<file path="src/rtl/clk_sel_ctrl.sv">
// Clock-mux select controller: heartbeat liveness monitors for both sources plus a request/settle FSM.
// Optional feature macro: AUTO_FAILOVER_EN (leave a dead selected source for a live one unrequested).
module clk_sel_ctrl #(
  parameter int SYNC_STAGES   = 2,
  parameter int HB_TIMEOUT    = 64,
  parameter int SETTLE_CYCLES = 16
) (
  input  logic aclk,
  input  logic areset,
  input  logic sel_req,
  input  logic hb_in1,
  input  logic hb_in2,
  output logic selection,
  output logic switching,
  output logic sel_done,
  output logic sel_fault,
  output logic clk1_alive,
  output logic clk2_alive
);

  localparam int HW = $clog2(HB_TIMEOUT + 1);
  localparam int SW = $clog2(SETTLE_CYCLES + 1);
  localparam logic [HW-1:0] HB_MAX      = HW'(HB_TIMEOUT);
  localparam logic [SW-1:0] SETTLE_LOAD = SW'(SETTLE_CYCLES);

  typedef enum logic [1:0] {IDLE, CHECK, SWITCH, SETTLE} state_e;

  // Index 0 tracks aclk_in1, index 1 tracks aclk_in2.
  logic [1:0]                  hb_in;
  logic [1:0][SYNC_STAGES-1:0] hb_sync_q, hb_sync_d;
  logic [1:0]                  hb_last_q, hb_last_d;
  logic [1:0][HW-1:0]          hb_cnt_q, hb_cnt_d;
  logic [1:0]                  alive_q, alive_d;

  state_e        state_q, state_d;
  logic          sel_q, sel_d;
  logic          req_q, req_d;
  logic          fault_q, fault_d;
  logic          switching_q, switching_d;
  logic          done_q, done_d;
  logic [SW-1:0] settle_q, settle_d;
  logic          failover;
  logic          req_allowed;

  assign hb_in = {hb_in2, hb_in1};

  always_comb begin
    for (int i = 0; i < 2; i++) begin
      hb_sync_d[i] = {hb_sync_q[i][SYNC_STAGES-2:0], hb_in[i]};
      hb_last_d[i] = hb_sync_q[i][SYNC_STAGES-1];
      if (hb_sync_q[i][SYNC_STAGES-1] ^ hb_last_q[i]) begin
        hb_cnt_d[i] = '0;
      end else if (hb_cnt_q[i] != HB_MAX) begin
        hb_cnt_d[i] = hb_cnt_q[i] + HW'(1);
      end else begin
        hb_cnt_d[i] = hb_cnt_q[i];
      end
      alive_d[i] = (hb_cnt_q[i] < HB_MAX);
    end
  end

`ifdef AUTO_FAILOVER_EN
  assign failover = !alive_q[sel_q] && alive_q[!sel_q];
`else
  assign failover = 1'b0;
`endif

  // A refused request stays parked until sel_req moves or its target comes back alive.
  assign req_allowed = !fault_q || (sel_req != req_q) || alive_q[sel_req];

  always_comb begin
    // NOTE: every signal gets a default first so no path leaves one unassigned, which would infer a latch.
    state_d  = state_q;
    sel_d    = sel_q;
    req_d    = req_q;
    fault_d  = fault_q;
    settle_d = settle_q;
    done_d   = 1'b0;
    case (state_q)
      IDLE: begin
        if (failover) begin
          state_d = SWITCH;
          req_d   = !sel_q;
          fault_d = 1'b1;
        end else if ((sel_req != sel_q) && req_allowed) begin
          state_d = CHECK;
          req_d   = sel_req;
        end else if (sel_req == sel_q) begin
          fault_d = 1'b0;
        end
      end
      CHECK: begin
        if (alive_q[req_q]) begin
          state_d = SWITCH;
          fault_d = 1'b0;
        end else begin
          state_d = IDLE;
          fault_d = 1'b1;
        end
      end
      SWITCH: begin
        sel_d    = req_q;
        settle_d = SETTLE_LOAD;
        state_d  = SETTLE;
      end
      SETTLE: begin
        if (settle_q == SW'(1)) begin
          done_d  = 1'b1;
          state_d = IDLE;
        end else begin
          settle_d = settle_q - SW'(1);
        end
      end
      default: state_d = IDLE;
    endcase
    switching_d = (state_d != IDLE);
  end

  always_ff @(posedge aclk or posedge areset) begin
    if (areset) begin
      hb_sync_q   <= '0;
      hb_last_q   <= '0;
      hb_cnt_q    <= {2{HB_MAX}};
      alive_q     <= '0;
      state_q     <= IDLE;
      sel_q       <= 1'b0;
      req_q       <= 1'b0;
      fault_q     <= 1'b0;
      switching_q <= 1'b0;
      done_q      <= 1'b0;
      settle_q    <= '0;
    end else begin
      // NOTE: non-blocking so every flop samples the pre-edge values, independent of statement order.
      hb_sync_q   <= hb_sync_d;
      hb_last_q   <= hb_last_d;
      hb_cnt_q    <= hb_cnt_d;
      alive_q     <= alive_d;
      state_q     <= state_d;
      sel_q       <= sel_d;
      req_q       <= req_d;
      fault_q     <= fault_d;
      switching_q <= switching_d;
      done_q      <= done_d;
      settle_q    <= settle_d;
    end
  end

  assign selection  = sel_q;
  assign switching  = switching_q;
  assign sel_done   = done_q;
  assign sel_fault  = fault_q;
  assign clk1_alive = alive_q[0];
  assign clk2_alive = alive_q[1];

endmodule
</file>
<file path="config.mk">
export PLATFORM = sky130hd
export DESIGN_NAME = clk_sel_ctrl
export DESIGN_NICKNAME = d
export VERILOG_FILES = /design/src/rtl/clk_sel_ctrl.sv
export SDC_FILE = /design/constraint.sdc
export NUM_CORES = 1
export LEC_CHECK = 0
export CAP_MARGIN = 0
export CORE_ASPECT_RATIO = 1.75
export CORE_UTILIZATION = 40
export CTS_CLUSTER_DIAMETER = 150
export CTS_CLUSTER_SIZE = 16
export DETAILED_ROUTE_END_ITERATION = 7
export PLACE_DENSITY = 0.61
export SYNTH_ARGS = -nofsm -noshare
export SYNTH_HDL_FRONTEND = slang
export SYNTH_SLANG_ARGS = --single-unit
</file>
<file path="constraint.sdc">
create_clock -name aclk -period 1.8 [get_ports aclk]
set_input_delay 0.54 -clock aclk [delete_from_list [all_inputs] [get_ports aclk]]
set_output_delay 0.54 -clock aclk [all_outputs]
set_load 0.05 [all_outputs]
</file>
## Word-level counts from Yosys, hierarchy flattened

Cells that the tools add are included.

| storage, ports and cells | value |
|---|---|
| register bits | 34 |
| ROM bits | 0 |
| memories | 0 |
| output and inout bits | 6 |
| logic and storage cells | 67 |
| RAM bits | 0 |
| latch bits | 0 |

| cells by class | value |
|---|---|
| eq/ne operators | 12 |
| shifts and indexed selects | 0 |
| div/mod/pow operators | 0 |
| add/subtract/negate cells | 3 |
| $lt $le $gt $ge | 4 |
| reduce and logical (&&, ||, !) cells | 13 |
| multiplexer cells | 20 |
| multipliers | 0 |
| bitwise gates (word level) | 2 |

Operators with widths:

| cell | number |
|---|---|
| $mux W7 | 4 |
| $add A7 B1 Y7 const B | 2 |
| $lt A7 B7 Y1 const B | 2 |
| $ne A7 B7 Y1 const B | 2 |
| $pmux W5 S2 | 1 |
| $reduce_bool A2 Y1 | 5 |
| $mux W1 | 9 |
| $pmux W2 S4 | 1 |
| $mux W2 | 3 |
| $ne A2 B2 Y1 const B | 3 |
| $eq A5 B1 Y1 const B | 1 |
| $mux W5 | 1 |
| $sub A5 B1 Y5 const B | 1 |
| $eq A2 B2 Y1 const B | 2 |
| $lt A1 B2 Y1 const B | 2 |
| $reduce_and A2 Y1 | 2 |
| $reduce_and A3 Y1 | 1 |
| $eq A2 B1 Y1 const B | 1 |
| $logic_not A2 Y1 | 1 |
| $logic_or A1 B1 Y1 | 2 |
| $ne A1 B1 Y1 | 2 |
| $pmux W1 S2 | 1 |
| $xor A1 B1 Y1 | 2 |
| $eq A1 B1 Y1 | 1 |
| other kinds (2) | 2 |

## Logic depth before layout (Yosys ltp)

| depth | value |
|---|---|
| depth in word-level cells | 7 |
| gate-level depth with buffers | 5 |

## Worst setup path after synthesis

No wires, ideal clock.

| timing | value |
|---|---|
| path kind | reg2reg |
| start point | register settle_q[1] |
| end point | register settle_q[0] |
| required time | 1.675 ns |
| stages on the path, launching flop included | 6 |
| period minus slack after synthesis | 1.587 ns |
| arrival | 1.463 ns |
| path slack | 0.213 ns |
| path through | dfrtp_1 inv_1 ha_1 or4b_4 nor2b_1 mux2_2 |

| between the ends | value |
|---|---|
| longest elaborated chain between the ends | 3 |

Ends and longest elaborated chain:

| what | RTL line | source |
|---|---|---|
| start: declaration | 41 | `logic [SW-1:0] settle_q, settle_d;` |
| start signal: assignment | 144 | `settle_q <= settle_d;` |
| $eq A5 B1 Y1 | 107 | `if (settle_q == SW'(1)) begin` |
| $ne A2 B2 Y1 (no line) | - |  |
| $reduce_and A2 Y1 (no line) | - |  |

No other way between the ends.
A chain may end at the register's enable or synchronous reset.

## Worst setup path after layout

Ends and elaborated chain as after synthesis.

==> run_results.csv <==
group,metric,value,unit
worst_hold_path,hp-class,"reg -> reg",
cells_and_area,utilization,50.0,%
cells_and_area,synthToLayoutAreaGrowth,18.1,%
route,drt_iter0_drc,16,
setup_path,worst_setup_path_start_kind,"flip-flop",
clock_tree,htreeDepth,2,
floorplan,initial_utilization,42.3,%
clock_tree,cts_tree,"built",
setup_path,worstPathRequired,1.97,ns
timing,worst_pin_slew,0.563,ns
power_and_ir_drop,peakVddDrop,0.763,mV
cells_and_area,fill_cells,338,
floorplan,dieArea,4140,µm²
clock_tree,cts_root_buffer,"clkbuf_8",
setup_path,path_class,"reg -> reg",
synth,synth-seq-cells,34,
clock_tree,cts_buffers,5,
synth,ys_top_cells_by_area,"dfrtp_1 (52%), ha_1 (4.8%), o21ai_0 (4.5%)",
synth,synth_edf_count,0,
setup_path,path_max_fanout,5,
cells_and_area,ff_latch_area,853,µm²
power_and_ir_drop,total_leakage_power,0.776,nW
timing,tns,0,ns
timing,finClkSkew,0.00528,ns
setup_path,critPathMaxStageDelay,0.49,ns
placement,gp_congestion,0.755,
synth,ys_types,29,
clock_tree,clock_latency,0.28,ns
placement,hpwl,2000,µm
clock_tree,cts_sinks,34,
timing,maxSlewHeadroom,62.3,%
power_and_ir_drop,pwr_density_cell,1250,nW/µm²
setup_path,cp.depth,5,
job,maxCapViolCount,0,
timing,post-route-period-util,93.7,%
synth,synth_flop_cell,"dfrtp_1",
synth,syn_inst,147,
global_routing,grt_pass1_vias,1165,
cells_and_area,nets,174,
run_status,status,"finished clean",
timing,max_freq,593,MHz
synth,synth_top_area_share,51.6,%
timing,slew_viol_final,0,
floorplan,rows,29,
cells_and_area,antenna_cells,0,
setup_path,endpoint_kind,"flip-flop",
clock_tree,clk_pin_slew,0.06,ns
synth,seq_area_frac_synth,55.0,%
global_routing,overflow,0,
synth,synth-warning-count,0,
route,num_vias,1103,
route,routed_wl,2750,µm
timing,final.setup.worst_slack,0.114,ns
cells_and_area,multiInputGateArea,646,µm²
cells_and_area,layout-drive-gt1-share,12.3,%
setup_path,ff2ff_path_depth,5,
setup_path,cp.arrival,1.85,ns
timing,rsz0062_at_grt,"no",
floorplan,ios,11,
clock_tree,cts_setup_buffers,0,
timing,hold_viol,0,
global_routing,grt_util_all_layers,16.3,%
global_routing,grt_max_degree,35,
route,first_pass_iters,4,
route,vias_per_cell,5.28,
route,wl_per_cell,13.2,µm
floorplan,core-area,3660,µm²
placement,port_buffers,10,
setup_path,critPathSlowestCell,"or4b_4",
global_routing,grt_pass1_wl,5000,µm
setup_path,crit_family,"simple AND/OR/NAND/NOR gates",
power_and_ir_drop,totalPowerFinal,2.29,mW
synth,synthArstFlopShare,100,%
synth,yosys.area.top_type,"dfrtp_1",
floorplan,die_w,49.1,µm
route,drc,0,
timing,finalCriticalPeriod,1.69,ns
setup_path,path_cells,"inv_1, ha_1, or4b_4, nor2b_1, mux2_2",
placement,post-place-ws,0.0731,ns
setup_path,critPathBufInv,1,
floorplan,die_y,84.4,µm
global_routing,antenna_found_initial,0,
synth,syn_area,1550,µm²
synth,synth_area_per_cell,10.6,µm²
worst_hold_path,hold_depth,0,
route,ant_nets,0,
timing,final-setup-viol-count,0,
clock_tree,clock_path_buffers,2,
synth,synth_fp_nets,158,
## cell usage in the layout (no fill, tap or decap), drive strengths merged, types with 3 or more instances in the layout
cell type and n:
a22o 3, nor3 6, nand2b 3, o21ai 14, dfrtp 32, nor2 9, nand2 7, inv 12
nor2b 5, clkbuf 7, buf 7, a21oi 10, or3 6, nand3 5, xor2 6, ha 6
clkdlybuf4s50 4
## synth_stat cells, drive strengths merged, types with 3 or more instances
| master | instances |
|---|---|
| a21oi | 10 |
| a22o | 3 |
| dfrtp | 32 |
| ha | 6 |
| inv | 12 |
| nand2 | 7 |
| nand2b | 3 |
| nand3 | 5 |
| nor2 | 9 |
| nor2b | 5 |
| nor3 | 6 |
| o21ai | 14 |
| or3 | 6 |
| xor2 | 6 |
## flip-flops by register name, indices dropped and copies added (netlist names), 2 cells and up
| name | cells |
|---|---|
| alive_q | 2 |
| hb_cnt_q | 14 |
| state_q | 2 |
| hb_sync_d | 2 |
| hb_last_q | 2 |
| hb_last_d | 2 |
| settle_q | 5 |
## timing repair
item	CTS	global route
resized for setup	0	1
endpoints found under the hold margin	0	0
setup endpoints to repair	0	3
hold buffers	0	0
## per-layer routing
metal | up-vias | wire [µm] | GRT usage, %
met1 | 535 | 1120 | 17.7
met5 | - | 0 | 0
li1 | 540 | - | -
met2 | 22 | 1460 | 26.7
met3 | 6 | 96 | 4.89
met4 | 0 | 76 | 10.7
## kinds of logic after synthesis
logic type      Yosys count  share of synthesized area, %
flops                    34                          55.0
simple gates             48                          17.5
xor+xnor                  8                          4.52
fa+ha+maj                 6                          4.84
buf+inv                  14                          3.39
compound gates           35                          13.3
mux                       2                          1.45
## through the flow
step / cell area (µm²) / hold WS [ns] / cells
2_1_floorplan: 1550 / 0.331 / 147
3_3_place_gp: 1760 / 0.334 / 202
3_5_place_dp: 1760 / 0.338 / 202
4_1_cts: 1830 / 0.352 / 209
5_1_grt: 1830 / 0.356 / 209
6_report: 1830 / 0.350 / 209
## layout make-up
type / count / area share (%)
clock buffers: 7 / 4.16
flip-flops and latches: 34 / 46.6
well taps: 46 / 3.14
multi-input cells: 99 / 35.2
inverters: 12 / 2.46
repair buffers: 11 / 8.46
## worst paths after layout
check | from | to | slack [ns]
min in group asynchronous | areset | alive_q[0]$_DFF_PP0_ | 0.60
worst min-delay path | hb_sync_d[3]$_DFF_PP0_ | hb_last_d[1]$_DFF_PP0_ | 0.35
worst max-delay path | settle_q[1]$_DFFE_PP0P_ | settle_q[0]$_DFFE_PP0P_ | 0.11
max in group asynchronous | areset | hb_cnt_q[13]$_DFFE_PP1P_ | 0.97
worst max register to register | settle_q[1]$_DFFE_PP0P_ | settle_q[0]$_DFFE_PP0P_ | 0.11
worst min register to register | hb_sync_d[3]$_DFF_PP0_ | hb_last_d[1]$_DFF_PP0_ | 0.35
## worst reg2reg max path, stage by stage (launching register included)
cell     delay [ns]
dfrtp_1        0.40
inv_1          0.09
ha_1           0.13
or4b_4         0.49
nor2b_1        0.19
mux2_2         0.27
## where the power goes
part           total (mW)  internal, mW  leakage, nW  switching [mW]
Sequential           1.06         0.899        0.406           0.163
Combinational       0.715         0.334        0.331           0.381
Clock               0.512         0.266       0.0383           0.247
(Power assumes the default switching activity.)
